--- config.mk ---
export PLATFORM = sky130hd
export DESIGN_NAME = mult_unit_flat
export DESIGN_NICKNAME = d
export VERILOG_FILES = /design/src/rtl/mult_unit_if.sv /design/src/rtl/mult_unit.sv /design/src/flat_wrapper.sv
export SDC_FILE = /design/constraint.sdc
export NUM_CORES = 1
export LEC_CHECK = 0
export CORE_ASPECT_RATIO = 0.75
export CORE_UTILIZATION = 55
export DETAILED_ROUTE_END_ITERATION = 8
export GPL_TIMING_DRIVEN = 0
export PLACE_DENSITY = 0.89
export SKIP_LAST_GASP = 1
export SLEW_MARGIN = 20
export SYNTH_ARGS = -nofsm -noshare
export SYNTH_HDL_FRONTEND = slang
export SYNTH_SLANG_ARGS = --single-unit
--- constraint.sdc ---
create_clock -name clk -period 4 [get_ports clk]
set_input_delay 1.2 -clock clk [delete_from_list [all_inputs] [get_ports clk]]
set_output_delay 1.2 -clock clk [all_outputs]
set_load 0.03 [all_outputs]
--- src/rtl/mult_unit_if.sv ---
// Start/ready handshake plus HI/LO access between the pipeline (master) and the multiplier (slave).
// The master holds off new requests while ready is low.
interface mult_unit_if #(
  parameter int WIDTH = 32
);
  logic             start;
  logic             is_signed;
  logic [WIDTH-1:0] a;
  logic [WIDTH-1:0] b;
  logic             hi_we;
  logic             lo_we;
  logic [WIDTH-1:0] wdata;
  logic             ready;
  logic             done;
  logic [WIDTH-1:0] hi;
  logic [WIDTH-1:0] lo;

  modport master (
    output start, is_signed, a, b, hi_we, lo_we, wdata,
    input  ready, done, hi, lo
  );

  modport slave (
    input  start, is_signed, a, b, hi_we, lo_we, wdata,
    output ready, done, hi, lo
  );
endinterface

--- src/rtl/mult_unit.sv ---
// Shift-add MULT/MULTU unit with HI/LO registers; result WIDTH+1 cycles after start.
// ready is low while busy: start and MTHI/MTLO writes are ignored until FINISH.
module mult_unit #(
  parameter int WIDTH = 32
) (
  input  logic       clk,
  input  logic       reset,
  mult_unit_if.slave bus
);
  typedef enum logic [1:0] {IDLE, RUN, FINISH} state_t;

  localparam int CW = $clog2(WIDTH + 1);

  state_t             state, state_nxt;
  logic [WIDTH-1:0]   mcand, mcand_nxt;
  logic [WIDTH-1:0]   mplier, mplier_nxt;
  logic [2*WIDTH-1:0] acc, acc_nxt;
  logic [CW-1:0]      cnt, cnt_nxt;
  logic               neg, neg_nxt;
  logic               done_q, done_nxt;
  logic [WIDTH-1:0]   hi_q, hi_nxt;
  logic [WIDTH-1:0]   lo_q, lo_nxt;

  logic [WIDTH-1:0]   a_mag, b_mag;
  logic [WIDTH:0]     upper_sum;
  logic [2*WIDTH-1:0] result;

  // Negating the most negative value wraps back to itself, which is its correct unsigned magnitude.
  assign a_mag     = (bus.is_signed && bus.a[WIDTH-1]) ? -bus.a : bus.a;
  assign b_mag     = (bus.is_signed && bus.b[WIDTH-1]) ? -bus.b : bus.b;
  assign upper_sum = {1'b0, acc[2*WIDTH-1:WIDTH]} + {1'b0, (mplier[0] ? mcand : {WIDTH{1'b0}})};
  assign result    = neg ? -acc : acc;

  always_ff @(posedge clk) begin
    if (reset) begin
      state  <= IDLE;
      mcand  <= '0;
      mplier <= '0;
      acc    <= '0;
      cnt    <= '0;
      neg    <= 1'b0;
      done_q <= 1'b0;
      hi_q   <= '0;
      lo_q   <= '0;
    end else begin
      state  <= state_nxt;
      mcand  <= mcand_nxt;
      mplier <= mplier_nxt;
      acc    <= acc_nxt;
      cnt    <= cnt_nxt;
      neg    <= neg_nxt;
      done_q <= done_nxt;
      hi_q   <= hi_nxt;
      lo_q   <= lo_nxt;
    end
  end

  always_comb begin
    state_nxt = state;
    case (state)
      IDLE:    if (bus.start) state_nxt = RUN;
      RUN:     if (cnt == CW'(WIDTH - 1)) state_nxt = FINISH;
      FINISH:  state_nxt = IDLE;
      default: state_nxt = IDLE;
    endcase
  end

  always_comb begin
    mcand_nxt  = mcand;
    mplier_nxt = mplier;
    acc_nxt    = acc;
    cnt_nxt    = cnt;
    neg_nxt    = neg;
    done_nxt   = 1'b0;
    hi_nxt     = hi_q;
    lo_nxt     = lo_q;
    case (state)
      IDLE: begin
        if (bus.hi_we) hi_nxt = bus.wdata;
        if (bus.lo_we) lo_nxt = bus.wdata;
        if (bus.start) begin
          mcand_nxt  = a_mag;
          mplier_nxt = b_mag;
          neg_nxt    = bus.is_signed & (bus.a[WIDTH-1] ^ bus.b[WIDTH-1]);
          acc_nxt    = '0;
          cnt_nxt    = '0;
        end
      end
      RUN: begin
        acc_nxt    = {upper_sum, acc[WIDTH-1:1]};
        mplier_nxt = mplier >> 1;
        cnt_nxt    = cnt + CW'(1);
      end
      FINISH: begin
        hi_nxt   = result[2*WIDTH-1:WIDTH];
        lo_nxt   = result[WIDTH-1:0];
        done_nxt = 1'b1;
      end
      default: ;
    endcase
  end

  assign bus.ready = (state == IDLE);
  assign bus.done  = done_q;
  assign bus.hi    = hi_q;
  assign bus.lo    = lo_q;
endmodule

--- src/flat_wrapper.sv ---
// flat-port wrapper written by rule: the top's interface ports become plain ports
module mult_unit_flat 
#(
  parameter int WIDTH = 32
)
  (clk, reset, bus_start, bus_is_signed, bus_a, bus_b, bus_hi_we, bus_lo_we, bus_wdata, bus_ready, bus_done, bus_hi, bus_lo);
  mult_unit_if #(.WIDTH(WIDTH)) bus_i ();
  input  logic clk;
  input  logic reset;
  input wire logic [$bits(bus_i.start)-1:0] bus_start;
  input wire logic [$bits(bus_i.is_signed)-1:0] bus_is_signed;
  input wire logic [$bits(bus_i.a)-1:0] bus_a;
  input wire logic [$bits(bus_i.b)-1:0] bus_b;
  input wire logic [$bits(bus_i.hi_we)-1:0] bus_hi_we;
  input wire logic [$bits(bus_i.lo_we)-1:0] bus_lo_we;
  input wire logic [$bits(bus_i.wdata)-1:0] bus_wdata;
  output wire logic [$bits(bus_i.ready)-1:0] bus_ready;
  output wire logic [$bits(bus_i.done)-1:0] bus_done;
  output wire logic [$bits(bus_i.hi)-1:0] bus_hi;
  output wire logic [$bits(bus_i.lo)-1:0] bus_lo;
  assign bus_i.start = bus_start;
  assign bus_i.is_signed = bus_is_signed;
  assign bus_i.a = bus_a;
  assign bus_i.b = bus_b;
  assign bus_i.hi_we = bus_hi_we;
  assign bus_i.lo_we = bus_lo_we;
  assign bus_i.wdata = bus_wdata;
  assign bus_ready = bus_i.ready;
  assign bus_done = bus_i.done;
  assign bus_hi = bus_i.hi;
  assign bus_lo = bus_i.lo;
  mult_unit #(.WIDTH(WIDTH)) u_core (.clk(clk), .reset(reset), .bus(bus_i));
endmodule
# --- Word level (Yosys, flattened, before mapping) ---
# Cells that the tools add are included.
classes:
  addsub: 5
  eq_ne: 7
  n_reduce_logical: 10
  bitwise: 2
  n_mux: 18
ops:
  columns: ["cell", "n"]
  rows:
  - ["two-way mux 32 bit", 6]
  - ["case mux 32 bit (2 select lines)", 3]
  - ["two-way mux 64 bit", 2]
  - ["case mux 64 bit (2 select lines)", 1]
  - ["negation 32 bit", 2]
  - ["negation 64 bit", 1]
  - ["adder 32 x 32 -> 33 bit", 1]
  - ["case mux 6 bit (2 select lines)", 1]
  - ["AND reduction 2 bit", 5]
  - ["adder 6 x 1 -> 6 bit, second input constant", 1]
  - ["equality test 6 x 5 -> 1 bit, second input constant", 1]
  - ["two-way mux 6 bit", 1]
  - ["inequality test 2 bit, second input constant", 3]
  - ["two-way mux 2 bit", 2]
  - ["case mux 2 bit (2 select lines)", 1]
  - ["nonzero test 2 bit", 2]
  - ["equality test 2 x 1 -> 1 bit, second input constant", 1]
  - ["equality test 2 bit, second input constant", 1]
  - ["logical AND 1 bit", 2]
  - ["logical NOT 2 bit", 1]
  - ["inequality test 2 x 1 -> 1 bit, second input constant", 1]
  - ["AND 1 bit", 1]
  - ["two-way mux 1 bit", 1]
  - ["XOR 1 bit", 1]
word_totals:
  elab_cells: 51
  output_inout_bits: 66
  inputBits: 102
  reg_bits: 202

# --- Longest topological paths before layout ---
# Gate-level depths: netlist of run 1.
logic_depth:
  ltp_word: 4
  mapped_depth: 12
  ltp_nobuf: 12

# --- Worst setup path before layout of run 1 ---
# No wires, ideal clock.
synth_timing:
  kind: "input to register"
  startpoint: "input bus_b[6]"
  endpoint: "register u_core.mplier[19]"
  setup_ps: 128
  t_arrival_ps: 3244
  cell_stages: 8
  setup_slack_ps: 628
  path_cell_list: "or3_1 or4_1 nor4_1 nand2_1 o21ai_0 xnor2_1 a222oi_1 nor2_1"
synth_between:
  elab_chain_len: 4
synth_rtl:
  columns: ["element", "line_no", "rtl"]
  rows:
  - ["start, declared", "flat_wrapper.sv:13", "input wire logic [$bits(bus_i.b)-1:0] bus_b;"]
  - ["negation 32 bit", "mult_unit.sv:30", "assign b_mag = (bus.is_signed && bus.b[WIDTH-1]) ? -bus.b : bus.b;"]
  - ["two-way mux 32 bit", "mult_unit.sv:30", null]
  - ["two-way mux 32 bit", "mult_unit.sv:81", "if (bus.start) begin"]
  - ["case mux 32 bit (2 select lines)", "mult_unit.sv:77", "case (state)"]
  - ["end signal, assigned", "mult_unit.sv:48", "mplier <= mplier_nxt;"]
  - ["end, declared", "mult_unit.sv:16", "logic [WIDTH-1:0] mplier, mplier_nxt;"]
# Every way passes these cells. The select of a mux whose other input is x is not followed.
# A chain may end at the register's enable or synchronous reset.

# --- Worst setup path after layout of run 1 ---
# Ends and elaborated chain as after synthesis.

==> results.ini, run 1 <==
[timing]
fmax_mhz=261
worst-slew-pin-transition_ps=911
timing.final.ws_setup_ps=171
setup_viol=0
max_slew_margin_pct=38.7
finalCritPeriodShare_pct=95.7
maxSlewViolCount=0
min_period_ps=3830
rsz0062_at_grt=no
hold-worst-slack_ps=450
hold_viol_final=0
clock_skew_ps=14.9
setup_tns_ps=0

[pwr]
clkPwrFrac_pct=41.1
combPwrFrac_pct=17.6
p_leak_nw=5.50
ir_drop_v=0.000262
switching_power_w=0.00148
p_seq_share_pct=41.3
p_int_w=0.00380
power_density_nw_per_um2=364
switching_share_pct=28.0

[cells_and_area]
layout-drive-gt1-share_pct=3.49
num_antenna_cells=0
stdcell_area_sq_um=14500
area_growth_pct=23.9
nNetsFinal=1788

[floorplan]
die_area_sq_um=21900
ioPinCount=168
die_w_microns=170
die_y_microns=128
coreArea_sq_um=20600
start_util_pct=56.9
rows=45

[clock_network]
clk_pin_slew_ps=60
ctsRootBufferMaster=clkbuf_16
insertion_delay_ps=510
postCtsHoldBufs=0
post_cts_buffers=0
numCtsBuffers=22
ctsResizeCount=0
cts_max_level=1
cts_buffer_depth=3
cts.sinks=202
cts_tree=done

[grt]
grt_usage_pct=35.8
grt_pass1_vias=11200
grt_antenna_before_repair=0
grt_start_max_net_pins=15
grt_pass1_wl_microns=61100
grt_remaining_overflow=0

[drt]
vias=12400
drt_pre_antenna_iters=7
routedWlPerCell_microns=20.5
ant_nets=0
routed_wl_microns=39800
vias_per_cell=6.36
drc=0
drtIter0Drc=1871

[critical_path]
arrival_ps=4210
startpoint_type=input pin
cp.required_ps=4380
path_class=in2reg
endpoint_kind=flip-flop
r2r_cells=12
cp_max_fo=5

[outcome]
status=finished, final reports clean

[synthesis]
synthFlopType=dfxtp_1
synth_nets=1598
seq_area_frac_synth_pct=34.6
synth-edff-count=0
syn-instance-count=1459
ys_warn_count=0
syn_avg_cell_area_sq_um=8.02
synthArstFlopShare_pct=0
ys_seq_elements=202
synth_cell_types=60
netlist_area_sq_um=11700

[place]
routabilityCongestion=1.01
place_area_sq_um=13700
dp_slack_ps=-293
portBuffers=166
dp_hpwl_microns=30600

[job]
max_cap_viol_count=0

[min_path]
hold_depth=2
min_path_type=reg2reg

[cell type report]
cell class	count	area [sq um]
Clock buffer	31	676
Fill cell	1646	6050
Tap cell	282	353
Timing Repair Buffer	166	1660
Buffer	99	372
Clock inverter	8	106
Sequential cell	202	4040
Inverter	28	105
Multi-Input combinational cell	1130	7190
[worst paths after layout]
path                                       start                 to  slack, ps
worst max-delay path                    bus_b[6]  u_core.mplier[19]        170
worst max register to register  u_core.mplier[0]     u_core.acc[58]        370
worst min-delay path            u_core.mcand[28]   u_core.mcand[28]        450
worst min register to register  u_core.mcand[28]   u_core.mcand[28]        450
[layer usage]
layer / part of all wire [%] / up-vias / track usage, %
met5: 0 / - / 0
met1: 42 / 5758 / 50.5
met3: 12 / 109 / 6.58
li1: - / 5745 / -
met4: 4.1 / 0 / 14.1
met2: 42 / 772 / 54.1
[critical path, cell delays in order]
cell             delay, ps
clkdlybuf4s50_1        440
or3_1                  470
or4_1                  500
nor4_1                 780
nand2_1                100
o21ai_0                230
xnor2_1                110
a222oi_1               300
nor2_1                  70
[flip-flops by register name, summed over array words and instances, names as in the netlist]
| signal | flops |
|---|---|
| u_core.acc | 64 |
| u_core.cnt | 6 |
| u_core.mcand | 32 |
| u_core.mplier | 32 |
| u_core.bus.done | 1 |
| u_core.neg | 1 |
| u_core.bus.hi | 32 |
| u_core.bus.lo | 32 |
| u_core.state | 2 |
[per-stage QoR]
stage / total power [W] / utilization (%) / cells
5_1_grt: 0.00542 / 70.6 / 1946
3_5_place_dp: 0.00313 / 66.7 / 1907
4_1_cts: 0.00525 / 70.6 / 1946
6_report: 0.00528 / 70.6 / 1946
2_1_floorplan: 0.00274 / - / 1459
3_3_place_gp: 0.00310 / 66.7 / 1907
[cells in the final DEF, fill, tap and decap left out, drive strengths merged, types with 23 or more instances in the layout]
cell type      count
clkdlybuf4s50    166
clkbuf           120
nor2             174
dfxtp            202
a22o              35
a222oi            31
xor2              79
o21ai             89
nand2            114
inv               29
or4               23
a211oi            60
o22ai             23
o31ai             32
ha                36
xnor2             62
and2              36
a21oi            121
nand3             25
[cell families after synthesis]
family / synth area share (%)
xor+xnor: 10.6
fa+ha+maj: 4.02
mux: 0.257
simple gates: 19.4
buf+inv: 4.07
compound gates: 27.1
flops: 34.6
[synth_stat cells, types with 15 or more instances]
cell type    n  area share (%)
a21oi_1    121             5.2
o31ai_1     32             2.1
nand3_1     25             1.1
dfxtp_1    202              35
inv_1       28            0.90
nand2_1    114             3.7
xnor2_1     62             4.6
or4_1       21             1.3
nand4_1     15            0.80
and2_1      36             1.9
ha_1        36             3.8
nor2_1     174             5.6
nor3_1      20            0.86
a222oi_1    31             2.7
o22ai_1     23             1.2
a22o_1      35             2.6
o21ai_0     88             3.8
xor2_1      79             5.9
or3_1       15            0.80
clkbuf_1    89             2.9
a211oi_1    60             3.8
[power by group through the flow]
stage | clock network (W) | logic (W) | registers [W]
CTS | 0.00216 | 0.000911 | 0.00218
detailed placement | 0 | 0.000906 | 0.00222
global route | 0.00224 | 0.000991 | 0.00219
global placement | 0 | 0.000882 | 0.00222
finish | 0.00217 | 0.000928 | 0.00218
floorplan | 0 | 0.000448 | 0.00229
No activity file was read; power rests on OpenSTA's default activity.
==> run 2, diff against run 1 <==
--- a/config.mk
+++ b/config.mk
@@ -6,12 +6,14 @@
 export NUM_CORES = 1
 export LEC_CHECK = 0
 export CORE_ASPECT_RATIO = 0.75
+export CORE_MARGIN = 2
 export CORE_UTILIZATION = 55
+export CTS_BUF_LIST = sky130_fd_sc_hd__clkbuf_8
 export DETAILED_ROUTE_END_ITERATION = 8
 export GPL_TIMING_DRIVEN = 0
 export PLACE_DENSITY = 0.89
 export SKIP_LAST_GASP = 1
-export SLEW_MARGIN = 20
+export SLEW_MARGIN = 10
 export SYNTH_ARGS = -nofsm -noshare
 export SYNTH_HDL_FRONTEND = slang
 export SYNTH_SLANG_ARGS = --single-unit
==> run 2 against run 1 <==
Net effect:
- clock power shrank 13%
- highest routed layer unchanged
- largest cell class unchanged
- combinational power is essentially flat
- die area grew 2.8%
==> results.ini, run 2 (synthesized netlist as in run 1, its figures left out) <==
[critical_path]
cp.required_ps=4390  ; about the same
path_class=in2reg
r2r_slack_ps=340  ; -30 ps
startpoint_type=input pin
cp_max_fo=6  ; +1
arrival_ps=4160  ; -50 ps
endpoint_kind=flip-flop

[drt]
drtIter0Drc=1702  ; -9.0%
vias=12500  ; +0.70%
drc=0  ; unchanged
vias_per_cell=6.32  ; -0.73%
routedWlPerCell_microns=20.4  ; -0.37%
ant_nets=0  ; unchanged
routed_wl_microns=40300  ; +1.1%
drt_pre_antenna_iters=7  ; unchanged

[cells_and_area]
largest_register_ffs=64  ; unchanged
final_common_cell=dfxtp_1
num_antenna_cells=0  ; unchanged
final_util_pct=68.6  ; -1.9 points
area_growth_pct=23.2
nNetsFinal=1801  ; +0.73%
largest_register=u_core.acc
final_cell_mix=202 x dfxtp_1, 174 x nor2_1, 166 x clkdlybuf4s50_1, 121 x a21oi_1, 114 x nand2_1
stdcell_area_sq_um=14400  ; -0.60%
layout-drive-gt1-share_pct=4.03  ; +0.55 points

[timing]
fmax_mhz=265  ; +1.6%
finalCritPeriodShare_pct=94.2  ; -1.5 points
hold-worst-slack_ps=454  ; +4.14 ps
max_slew_margin_pct=36.5  ; -2.2 points
clock_skew_ps=17.1  ; +2.13 ps
rsz0062_at_grt=no
setup_tns_ps=0  ; unchanged
maxSlewViolCount=0  ; unchanged
setup_viol=0  ; unchanged
timing.final.ws_setup_ps=231  ; +60.3 ps
worst-slew-pin-transition_ps=952  ; +41.3 ps
hold_viol_final=0  ; unchanged
min_period_ps=3770  ; -60.3 ps

[clock_network]
ctsRootBufferMaster=clkbuf_8
cts.sinks=202  ; unchanged
numCtsBuffers=35  ; +59%
post_cts_buffers=0  ; unchanged
cts_tree=done
ctsResizeCount=0  ; unchanged
cts_max_level=2  ; +1
cts_buffer_depth=3  ; unchanged
clk_pin_slew_ps=60  ; about the same
insertion_delay_ps=530  ; +20 ps
postCtsHoldBufs=0  ; unchanged

[place]
dp_slack_ps=-221  ; +71.4 ps
portBuffers=166  ; unchanged
routabilityCongestion=0.975  ; -3.1%
dp_hpwl_microns=30700  ; +0.16%
place_area_sq_um=13700  ; about the same

[grt]
grt_pass1_wl_microns=61000  ; -0.17%
grt_pass1_vias=11200  ; -0.17%
met1_usage_pct=49.2  ; -1.3 points
grt_usage_pct=34.9  ; -0.88 points
grt_remaining_overflow=0  ; unchanged
grtUsageMet3_pct=8.01  ; +1.4 points
grt_start_max_net_pins=11  ; -4
grt.busiest_layer=met2
grtUsageMet2_pct=51.4  ; -2.8 points
grt_antenna_before_repair=0  ; unchanged

[pwr]
power_density_nw_per_um2=346  ; -4.9%
p_leak_nw=5.51  ; +0.26%
ir_drop_v=0.000166  ; -37%

[outcome]
status=finished, final reports clean

[floorplan]
die_area_sq_um=22500  ; +2.8%
coreArea_sq_um=21000  ; +2.2%
start_util_pct=55.7  ; -1.2 points
die_w_microns=172  ; +1.2%
die_y_microns=130  ; +1.6%
ioPinCount=168  ; unchanged
rows=46  ; +2.2%

[job]
max_cap_viol_count=0  ; unchanged

[min_path]
min_path_type=reg2reg

## run 2: metal layers
metal  routed length (microns)  share of wire, %
met5                         0                 0
met3                      4950                12
met4                      1680               4.2
met1                     17000                42
met2                     16600                41
## run 2: worst paths after layout
check	from	depth (start not counted)	endpoint
setup / recovery	bus_b[0]	10	u_core.mplier[14]
hold / removal	u_core.mcand[29]	2	u_core.mcand[29]
setup reg to reg	u_core.mplier[0]	12	u_core.acc[60]
hold reg to reg	u_core.mcand[29]	2	u_core.mcand[29]
## run 2: where the power goes
part / leakage [nW] / internal [W] / switching (W) / total, W
logic: 3.46 / 0.000373 / 0.000555 / 0.000928
registers: 1.65 / 0.00212 / 0.0000671 / 0.00218
clock network: 0.396 / 0.00101 / 0.000872 / 0.00188
total: 5.51 / 0.00350 / 0.00149 / 0.00499
## run 2: layout make-up
class                      count  area [sq um]
buffer                        99           372
fill                        1758          6590
timing repair buffer         166          1660
inverter                      28           105
tap                          288           360
clock buffer                  45           619
clock inverter                16          73.8
sequential                   202          4040
multi-input combinational   1130          7180
## run 2: worst max-delay path, cell delays in order
cell,delay [ps]
clkdlybuf4s50_1,500
inv_1,90
ha_1,170
nor3b_1,710
inv_1,190
or4_1,560
o31ai_1,270
xnor2_1,100
a222oi_1,300
nor2_1,70
## run 2: through the flow
step	cells	power, W
global placement	1913	0.00310
finish	1974	0.00499
global route	1974	0.00516
floorplan	1459	0.00274
CTS	1974	0.00497
detailed placement	1913	0.00313
